===== src/rtl/pe_result_writeback_if.sv =====
// Result-stream and memory write-bus interfaces for the PE writeback stage.
// master drives the payload/request; slave returns ready/ack.

interface pe_result_if #(
    parameter int unsigned RESULT_WIDTH = 512
);
    logic                    valid_in;
    logic                    ready_out;
    logic [RESULT_WIDTH-1:0] result_packed_i;

    modport master (output valid_in, output result_packed_i, input ready_out);
    modport slave  (input valid_in, input result_packed_i, output ready_out);
endinterface

interface pe_mem_if #(
    parameter int unsigned ADDR_WIDTH = 32,
    parameter int unsigned MEM_WIDTH  = 256
);
    logic                  mem_req_o;
    logic [ADDR_WIDTH-1:0] mem_addr_o;
    logic [MEM_WIDTH-1:0]  mem_data_o;
    logic                  mem_ack_i;

    modport master (output mem_req_o, output mem_addr_o, output mem_data_o, input mem_ack_i);
    modport slave  (input mem_req_o, input mem_addr_o, input mem_data_o, output mem_ack_i);
endinterface


===== src/rtl/pe_result_writeback.sv =====
// Buffers packed PE result vectors and streams them out as MEM_WIDTH write beats
// to an auto-incrementing byte address.

module pe_result_writeback #(
    parameter int unsigned DATA_WIDTH   = 32,
    parameter int unsigned VECTOR_WIDTH = 16,
    parameter int unsigned MEM_WIDTH    = 256,
    parameter int unsigned FIFO_DEPTH   = 4,
    parameter int unsigned ADDR_WIDTH   = 32
) (
    input  logic                          clk,
    input  logic                          rst,
    pe_result_if.slave                    res,
    pe_mem_if.master                      mem,
    input  logic [ADDR_WIDTH-1:0]         wb_base_addr_i,
    input  logic                          wb_load_i,
    output logic                          wb_done_o,
    output logic [$clog2(FIFO_DEPTH):0]   fifo_count_o,
    output logic                          busy_o
);
    localparam int unsigned RES_W      = DATA_WIDTH * VECTOR_WIDTH;
    localparam int unsigned BEATS      = RES_W / MEM_WIDTH;
    localparam int unsigned BEAT_BYTES = MEM_WIDTH / 8;
    localparam int unsigned BEAT_W     = (BEATS > 1) ? $clog2(BEATS) : 1;
    localparam int unsigned PTR_W      = $clog2(FIFO_DEPTH);
    localparam int unsigned CNT_W      = PTR_W + 1;

    localparam logic [0:0] IDLE = 1'b0;
    localparam logic [0:0] SEND = 1'b1;

    logic [RES_W-1:0]      fifo_mem [FIFO_DEPTH];
    logic [PTR_W-1:0]      wr_ptr_q, wr_ptr_n, rd_ptr_q, rd_ptr_n;
    logic [CNT_W-1:0]      count_q, count_n;
    logic [0:0]            state_q, state_n;
    logic [BEAT_W-1:0]     beat_q, beat_n;
    logic [ADDR_WIDTH-1:0] wptr_q, wptr_n;
    logic [MEM_WIDTH-1:0]  data_q, data_n;
    logic                  req_q, req_n;
    logic                  ready_q, ready_n;
    logic                  done_q, done_n;
    logic                  busy_q, busy_n;
    logic                  push, fire, pop;
    logic [RES_W-1:0]      head, next_head;

    function automatic logic [MEM_WIDTH-1:0] beat_slice(input logic [RES_W-1:0] v,
                                                        input logic [BEAT_W-1:0] b);
        return MEM_WIDTH'(v >> (32'(b) * MEM_WIDTH));
    endfunction

    assign push = res.valid_in && ready_q;
    assign fire = req_q && mem.mem_ack_i;
    assign pop  = fire && (beat_q == BEAT_W'(BEATS - 1));
    assign head = fifo_mem[rd_ptr_q];
    // With a single entry left, the successor may be the one being pushed this cycle.
    assign next_head = (count_q == CNT_W'(1)) ? res.result_packed_i
                                              : fifo_mem[rd_ptr_q + PTR_W'(1)];

    always_ff @(posedge clk) begin
        if (push) fifo_mem[wr_ptr_q] <= res.result_packed_i;
    end

    always_ff @(posedge clk or posedge rst) begin
        if (rst) begin
            state_q  <= IDLE;
            beat_q   <= '0;
            wptr_q   <= '0;
            data_q   <= '0;
            req_q    <= 1'b0;
            ready_q  <= 1'b1;
            done_q   <= 1'b0;
            busy_q   <= 1'b0;
            count_q  <= '0;
            wr_ptr_q <= '0;
            rd_ptr_q <= '0;
        end else begin
            state_q  <= state_n;
            beat_q   <= beat_n;
            wptr_q   <= wptr_n;
            data_q   <= data_n;
            req_q    <= req_n;
            ready_q  <= ready_n;
            done_q   <= done_n;
            busy_q   <= busy_n;
            count_q  <= count_n;
            wr_ptr_q <= wr_ptr_n;
            rd_ptr_q <= rd_ptr_n;
        end
    end

    always_comb begin
        state_n  = state_q;
        beat_n   = beat_q;
        wptr_n   = wptr_q;
        data_n   = data_q;
        req_n    = req_q;
        wr_ptr_n = wr_ptr_q;
        rd_ptr_n = rd_ptr_q;
        count_n  = count_q;
        done_n   = pop;

        if (push) begin
            wr_ptr_n = wr_ptr_q + PTR_W'(1);
            count_n  = count_n + CNT_W'(1);
        end
        if (pop) begin
            rd_ptr_n = rd_ptr_q + PTR_W'(1);
            count_n  = count_n - CNT_W'(1);
        end

        case (state_q)
            IDLE: begin
                req_n = 1'b0;
                if (wb_load_i && count_q == '0) wptr_n = wb_base_addr_i;
                if (count_q != '0) state_n = SEND;
            end
            SEND: begin
                // First SEND cycle loads the beat registers; afterwards they move only on ack.
                if (!req_q) begin
                    req_n  = 1'b1;
                    data_n = beat_slice(head, beat_q);
                end else if (fire) begin
                    wptr_n = wptr_q + ADDR_WIDTH'(BEAT_BYTES);
                    if (!pop) begin
                        beat_n = beat_q + BEAT_W'(1);
                        data_n = beat_slice(head, beat_n);
                    end else begin
                        beat_n = '0;
                        if (count_n != '0) begin
                            data_n = beat_slice(next_head, '0);
                        end else begin
                            req_n   = 1'b0;
                            state_n = IDLE;
                        end
                    end
                end
            end
            default: state_n = IDLE;
        endcase

        ready_n = (count_n != CNT_W'(FIFO_DEPTH));
        busy_n  = (state_n == SEND) || (count_n != '0);
    end

    assign res.ready_out  = ready_q;
    assign mem.mem_req_o  = req_q;
    assign mem.mem_addr_o = wptr_q;
    assign mem.mem_data_o = data_q;
    assign wb_done_o      = done_q;
    assign fifo_count_o   = count_q;
    assign busy_o         = busy_q;
endmodule


===== src/flat_wrapper.sv =====
// flat-port wrapper written by rule: the top's interface ports become plain ports
module pe_result_writeback_flat 
#(
    parameter int unsigned DATA_WIDTH   = 32,
    parameter int unsigned VECTOR_WIDTH = 16,
    parameter int unsigned MEM_WIDTH    = 256,
    parameter int unsigned FIFO_DEPTH   = 4,
    parameter int unsigned ADDR_WIDTH   = 32
)
  (clk, rst, wb_base_addr_i, wb_load_i, wb_done_o, fifo_count_o, busy_o, res_valid_in, res_result_packed_i, res_ready_out, mem_mem_req_o, mem_mem_addr_o, mem_mem_data_o, mem_mem_ack_i);
  pe_result_if #(.RESULT_WIDTH(((32) * (16)))) res_i ();
  pe_mem_if #(.ADDR_WIDTH(ADDR_WIDTH), .MEM_WIDTH(MEM_WIDTH)) mem_i ();
  input  logic clk;
  input  logic rst;
  input  logic [ADDR_WIDTH-1:0] wb_base_addr_i;
  input  logic wb_load_i;
  output logic wb_done_o;
  output logic [$clog2(FIFO_DEPTH):0] fifo_count_o;
  output logic busy_o;
  input wire logic [$bits(res_i.valid_in)-1:0] res_valid_in;
  input wire logic [$bits(res_i.result_packed_i)-1:0] res_result_packed_i;
  output wire logic [$bits(res_i.ready_out)-1:0] res_ready_out;
  output wire logic [$bits(mem_i.mem_req_o)-1:0] mem_mem_req_o;
  output wire logic [$bits(mem_i.mem_addr_o)-1:0] mem_mem_addr_o;
  output wire logic [$bits(mem_i.mem_data_o)-1:0] mem_mem_data_o;
  input wire logic [$bits(mem_i.mem_ack_i)-1:0] mem_mem_ack_i;
  assign res_i.valid_in = res_valid_in;
  assign res_i.result_packed_i = res_result_packed_i;
  assign res_ready_out = res_i.ready_out;
  assign mem_mem_req_o = mem_i.mem_req_o;
  assign mem_mem_addr_o = mem_i.mem_addr_o;
  assign mem_mem_data_o = mem_i.mem_data_o;
  assign mem_i.mem_ack_i = mem_mem_ack_i;
  pe_result_writeback #(.DATA_WIDTH(DATA_WIDTH), .VECTOR_WIDTH(VECTOR_WIDTH), .MEM_WIDTH(MEM_WIDTH), .FIFO_DEPTH(FIFO_DEPTH), .ADDR_WIDTH(ADDR_WIDTH)) u_core (.clk(clk), .rst(rst), .res(res_i), .mem(mem_i), .wb_base_addr_i(wb_base_addr_i), .wb_load_i(wb_load_i), .wb_done_o(wb_done_o), .fifo_count_o(fifo_count_o), .busy_o(busy_o));
endmodule

===== config.mk =====
export PLATFORM = sky130hd
export DESIGN_NAME = pe_result_writeback_flat
export DESIGN_NICKNAME = d
export VERILOG_FILES = /design/src/rtl/pe_result_writeback_if.sv /design/src/rtl/pe_result_writeback.sv /design/src/flat_wrapper.sv
export SDC_FILE = /design/constraint.sdc
export NUM_CORES = 2
export LEC_CHECK = 0
export ABC_AREA = 0
export BUFFER_PORTS_ARGS = -buffer_cell sky130_fd_sc_hd__buf_2
export CORE_MARGIN = 1
export CORE_UTILIZATION = 54
export DETAILED_ROUTE_END_ITERATION = 8
export GPL_ROUTABILITY_DRIVEN = 0
export PLACE_DENSITY_LB_ADDON = 0.25
export SYNTH_ARGS = -nofsm -noshare
export SYNTH_HDL_FRONTEND = slang
export SYNTH_SLANG_ARGS = --single-unit

===== constraint.sdc =====
create_clock -name clk -period 13.6 [get_ports clk]
set_input_delay 0.68 -clock clk [delete_from_list [all_inputs] [get_ports clk]]
set_output_delay 0.68 -clock clk [all_outputs]
set_load 0.01 [all_outputs]

Yosys cells after proc, flatten, opt, wreduce, memory -nomap -nowiden
Memory sizes are Yosys's and may differ from the RTL's.
Cells that the tools add are included.
Operators by class
  bitwise logic cells: 1
  reductions and logical operators: 11
  multiplexer cells: 21
  equality and inequality tests: 7
  shifts and indexed selects: 2
  $add $sub $neg: 6
Operators with widths (number)
  256-bit 2-to-1 mux: 5
  512-bit by 9-bit right shift with 256-bit output: 2
  32-bit 2-to-1 mux: 3
  32-bit case mux with 2 select lines: 1
  32-bit by 6-bit adder with 32-bit output, second input constant: 1
  3-bit AND reduction: 3
  1-bit 2-to-1 mux: 8
  3-bit 2-to-1 mux: 2
  2-bit != test, second input constant: 3
  3-bit != test, second input constant: 2
  3-bit nonzero test: 2
  2-bit by 1-bit adder with 2-bit output, second input constant: 2
  1-bit logical AND: 4
  1-bit case mux with 2 select lines: 2
  3-bit by 1-bit adder with 3-bit output, second input constant: 1
  3-bit by 1-bit == test with 1-bit output, second input constant: 1
  3-bit logical NOT: 1
  3-bit by 1-bit subtractor with 3-bit output, second input constant: 1
  2-bit by 1-bit != test with 1-bit output, second input constant: 1
  1-bit adder, second input constant: 1
  1-bit logical OR: 1
  1-bit inverter: 1
Storage, ports and cells
  memories: 1
  output and inout port bits: 295
  register bits after elaboration: 301
  logic and storage cells: 60
  memory bits (writable): 2048
Memories
  u_core.fifo_mem: depth 4, bits a word 512, read ports 2, clocked after memory_dff 0, write ports 1, RTL line pe_result_writeback.sv:31  | logic [RES_W-1:0] fifo_mem [FIFO_DEPTH];

Depth between registers and ports, before layout
  word-level depth: 11
  depth in mapped cells: 12
  gate-level depth less buffers: 9

Least setup slack after synthesis
No wires, ideal clock.
  path type: input-to-reg
  start point: input res_valid_in
  end point: memory u_core.fifo_mem[0][0] (netlist bit), enable pin
  path buffers: 0
  arrival time: 12.327 ns
  cell stages on the path: 1
  path slack: 0.327 ns
  data required time: 12.653 ns
  cell sequence: and3_1
Between the ends
  word-level cells in the longest chain between the ends: 3
RTL lines
  from (decl): RTL line flat_wrapper.sv:20  | input wire logic [$bits(res_i.valid_in)-1:0] res_valid_in;
  1-bit logical AND: RTL line pe_result_writeback.sv:50  | assign push = res.valid_in && ready_q;
  1-bit 2-to-1 mux: RTL line pe_result_writeback.sv:59  | if (push) fifo_mem[wr_ptr_q] <= res.result_packed_i;
  1-bit 2-to-1 mux (implied by the code): RTL line pe_result_writeback.sv:59
  to (decl): RTL line pe_result_writeback.sv:31
Every way passes these cells.

Worst setup path in the final report
  start point: register u_core.ready_q (netlist: u_core.res.ready_out)
  end point: register u_core.data_q[241] (netlist: u_core.mem.mem_data_o[241])
Between the ends
  word-level cells in the longest chain between the ends: 7
RTL lines
  from (decl): RTL line pe_result_writeback.sv:39  | logic ready_q, ready_n;
  from (signal assigned): RTL line pe_result_writeback.sv:81  | ready_q <= ready_n;
  1-bit logical AND *: RTL line pe_result_writeback.sv:50
  3-bit 2-to-1 mux *: RTL line pe_result_writeback.sv:101  | if (push) begin
  3-bit by 1-bit subtractor with 3-bit output: RTL line pe_result_writeback.sv:107  | count_n = count_n - CNT_W'(1);
  3-bit 2-to-1 mux *: RTL line pe_result_writeback.sv:105  | if (pop) begin
  via u_core.count_n[2]: RTL line pe_result_writeback.sv:33  | logic [CNT_W-1:0] count_q, count_n;
  3-bit nonzero test *: RTL line pe_result_writeback.sv:128  | if (count_n != '0) begin
  3-bit != test (no source line) *
  3-bit AND reduction (no source line) *
  to (signal assigned): RTL line pe_result_writeback.sv:79  | data_q <= data_n;
  to (decl): RTL line pe_result_writeback.sv:37  | logic [MEM_WIDTH-1:0] data_q, data_n;
Mark *: on every way through the listed nets, which the timed path passes. The rest lies on a longest branch.
A chain may end at the register's enable or synchronous reset.

==> results.sh <==
export IMPL_switchingPower_mw=8.60
export IMPL_ys_types=52
export IMPL_synthToLayoutAreaGrowth_pct=19.4
export IMPL_hp_class="input port to flip-flop"
export IMPL_synth_edf_count=2048
export IMPL_place_ws_ns=8.27
export IMPL_netSwitchingFraction=0.319
export IMPL_arrival_ns=5.84
export IMPL_powerDensity_nw_per_um2=227
export IMPL_detail_route_wl_per_cell_um=28.1
export IMPL_grt_util_met2=0.423
export IMPL_placed_cells=7704
export IMPL_die_x_um=431
export IMPL_ff_latch_area_um2=69000
export IMPL_antenna_found_initial=84
export IMPL_drtPass1Iterations=5
export IMPL_drive_gt1_frac=0.370
export IMPL_fmax_mhz=197
export IMPL_rsz0062_at_grt="no"
export IMPL_die_h_um=431
export IMPL_async_flop_share=0.128
export IMPL_yosys_register_bits=2349
export IMPL_final_cells=8723
export IMPL_start_util=0.547
export IMPL_max_cap_violations=0
export IMPL_synthFlopType="edfxtp_1"
export IMPL_numCtsBuffers=232
export IMPL_tns_ns=0
export IMPL_worstSetupPathType="flip-flop to flip-flop"
export IMPL_fillers=12058
export IMPL_htreeDepth=4
export IMPL_grt_use_total=0.261
export IMPL_setup_ws_ns=8.51
export IMPL_crit_path_top_delay_cell="and3_4"
export IMPL_p_seq_frac=0.383
export IMPL_clock_sinks=2349
export IMPL_fin_worst_skew_ns=0.0464
export IMPL_p_clk_frac=0.241
export IMPL_worst_pin_slew_ns=1.28
export IMPL_worstSetupStartpointType="flip-flop"
export IMPL_cts_clk_slew_worst_paths_ns=0.06
export IMPL_min_period_ns=5.09
export IMPL_vias=54781
export IMPL_slew_headroom=0.144
export IMPL_setup_violations=0
export IMPL_synth_seq_area_share=0.696
export IMPL_clk_latency_ns=0.89
export IMPL_clock_path_buffers=3
export IMPL_combPwrFrac=0.376
export IMPL_multi_input_area_um2=28500
export IMPL_overflow=0
export IMPL_grt_pass1_wl_um=363000
export IMPL_p_leak_nw=42.9
export IMPL_cts_tree="yes"
export IMPL_grt_pass1_vias=56648
export IMPL_postRouteAntennaNets=0
export IMPL_internal_power_mw=18.3
export IMPL_final_max_slew_viol_count=0
export IMPL_io_buffers=843
export IMPL_endpoint_kind="flip-flop"
export IMPL_drt_iter0_drc=4969
export IMPL_fin_crit_sh=0.374
export IMPL_post_cts_resized=0
export IMPL_dieArea_um2=185000
export IMPL_drc=0
export IMPL_status="completed"
export IMPL_cp_cell_sequence="nand2_1 -> xnor2_1 -> ha_1 -> nand4_1 -> xnor3_2 -> or3b_1 -> and3_4 -> buf_12 -> buf_12 -> mux2_2"
export IMPL_avgSynthCellArea_um2=20.9
export IMPL_peakVddDrop_v=0.000205
export IMPL_yosysWarnings=0
export IMPL_ios=844
export IMPL_met1_usage=0.346
export IMPL_drt_total_wl_um=246000
export IMPL_netlist_area_um2=99200
export IMPL_dpl_hpwl_um=141000
export IMPL_coreArea_um2=182000
export IMPL_cp_required_ns=14.35
export IMPL_num_rows=156
export IMPL_max_stage_delay_ns=0.77
export IMPL_grtUsageMet3=0.0489
export IMPL_grt_busiest_layer="met2"
export IMPL_routed_via_density=6.28
export IMPL_syn_inst=4744
export IMPL_cp_max_fo=93
export IMPL_hold_viol_final=0
export IMPL_nets=6623
export IMPL_cts_root_buffer="clkbuf_16"
export IMPL_p_total_mw=26.9
export IMPL_grt_max_degree=161
export IMPL_synth_nets=5302
export IMPL_crit_top_cell="buf_12"
==> sequential cells by signal, summed over array words and instances, names as in the netlist <==
signal	flops
u_core.beat_q	1
u_core.busy_o	1
u_core.fifo_count_o	3
u_core.fifo_mem	2048
u_core.mem.mem_addr_o	32
u_core.mem.mem_data_o	256
u_core.mem.mem_req_o	1
u_core.rd_ptr_q	2
u_core.res.ready_out	1
u_core.state_q	1
u_core.wb_done_o	1
u_core.wr_ptr_q	2
==> cells by family (layout without fill, tap and decap cells) <==
family                     Yosys count  count (layout)  synth area share
AOI/OAI and AO/OA                  612             612            0.0378
xor gates and xnor gates             7               7          0.000769
adders and majority gates            9               9           0.00114
buffers and inverters              346            1875            0.0179
DFF                               2349            2349             0.696
muxes                             1299            1299             0.240
other                                0              80                 0
and+or+nand+nor                    122             122           0.00628
==> timing repair <==
item | CTS | global route
setup buffers | 0 | 0
hold buffers | 497 | 0
hold endpoints to repair | 2001 | 0
==> worst max-delay path: cells and delay by family, from the launching register on <==
kind          cells  cell delay [ns]
simple gates      4             1.26
mux               1             0.41
fa+ha+maj         1             0.22
buf+inv           2             1.02
flops             1             0.59
xor+xnor          2             0.81
==> final timing paths <==
check / from / to / slack, ns / cells past startpoint
max in group asynchronous: rst / u_core.rd_ptr_q[0] / 10.99 / 5
worst min register to register: u_core.mem.mem_addr_o[4] / u_core.mem.mem_addr_o[4] / 0.47 / 2
min in group asynchronous: rst / u_core.mem.mem_data_o[226] / 0.47 / 3
worst max register to register: u_core.res.ready_out / u_core.mem.mem_data_o[241] / 8.51 / 10
worst max-delay path: u_core.res.ready_out / u_core.mem.mem_data_o[241] / 8.51 / 10
worst min-delay path: res_result_packed_i[171] / u_core.fifo_mem[0][171] / 0.05 / 1
==> cell type report <==
| cell class | instances | share of cell area |
|---|---|---|
| Tap cell | 2370 | 0.0250 |
| Clock inverter | 115 | 0.0104 |
| Multi-Input combinational cell | 2049 | 0.240 |
| Timing Repair Buffer | 1419 | 0.0844 |
| Sequential cell | 2349 | 0.583 |
| Antenna cell | 80 | 0.00169 |
| Inverter | 14 | 0.000507 |
| Clock buffer | 327 | 0.0552 |
==> metrics by stage <==
| step | hold slack (ns) | util | area (µm²) |
|---|---|---|---|
| final | 0.0486 | 0.653 | 118000 |
| after global placement | 0.451 | 0.581 | 106000 |
| after floorplan | 0.498 | - | 99200 |
| after detailed placement | 0.460 | 0.581 | 106000 |
| after CTS | 0.000296 | 0.652 | 118000 |
| after global routing | 0.0193 | 0.653 | 118000 |
==> cells in the final DEF, fill, tap and decap left out, types with 7 or more instances in the layout <==
master	n
a22oi_1	224
bufinv_16	21
buf_2	843
o211ai_1	32
edfxtp_1	2048
inv_1	12
nand4_1	7
a21oi_1	25
clkinv_2	44
clkbuf_1	60
mux2_2	17
mux2i_1	274
ha_1	9
nor2_1	11
dlygate4sd3_1	497
clkbuf_16	235
dfrtp_1	298
nand3_1	15
buf_12	17
buf_4	62
clkinv_1	30
clkbuf_8	32
nand2_1	45
diode_2	80
inv_6	7
o21ai_0	299
o22ai_1	24
mux2_4	240
mux4_2	768
==> routing by layer <==
layer / vias up / share of wire
li1: 22892 / -
met1: 29175 / 0.39
met2: 2175 / 0.50
met3: 515 / 0.062
met4: 24 / 0.047
met5: - / 0.00060
==> power by group through the flow <==
stage | registers (mW) | clock network (mW) | logic (mW)
floorplan | 11.0 | 0 | 7.33
global placement | 10.3 | 0 | 9.91
detailed placement | 10.4 | 0 | 10.0
CTS | 10.3 | 6.57 | 10.2
global route | 10.4 | 6.84 | 10.8
finish | 10.3 | 6.48 | 10.1
==> synth_stat cells (2+ instances only) <==
cell type	count	share of area
buf_1	37	0.0014
a31oi_1	2	0.00013
nand3_1	15	0.00076
nand4_1	7	0.00044
buf_12	22	0.0044
o211ai_1	32	0.0024
nand2_1	46	0.0017
dfrtp_1	300	0.076
or2_2	2	0.00013
nor4_1	3	0.00019
mux2_4	240	0.036
and3_1	10	0.00063
or3_1	2	0.00013
ha_1	9	0.0011
o21ai_0	299	0.015
clkbuf_1	209	0.0079
nor2_1	12	0.00045
mux2_2	17	0.0019
nor3_1	6	0.00030
mux2i_1	274	0.028
nand2b_1	2	0.00013
and2_1	2	0.00013
and4_1	2	0.00018
a21oi_1	25	0.0013
xnor2_1	6	0.00053
edfxtp_1	2048	0.62
buf_2	58	0.0029
buf_6	6	0.00068
o22ai_1	24	0.0015
inv_1	13	0.00049
a22oi_1	224	0.017
mux4_2	768	0.17
nor2b_1	3	0.00019
Note: power is estimated with default switching activity, not from simulation.
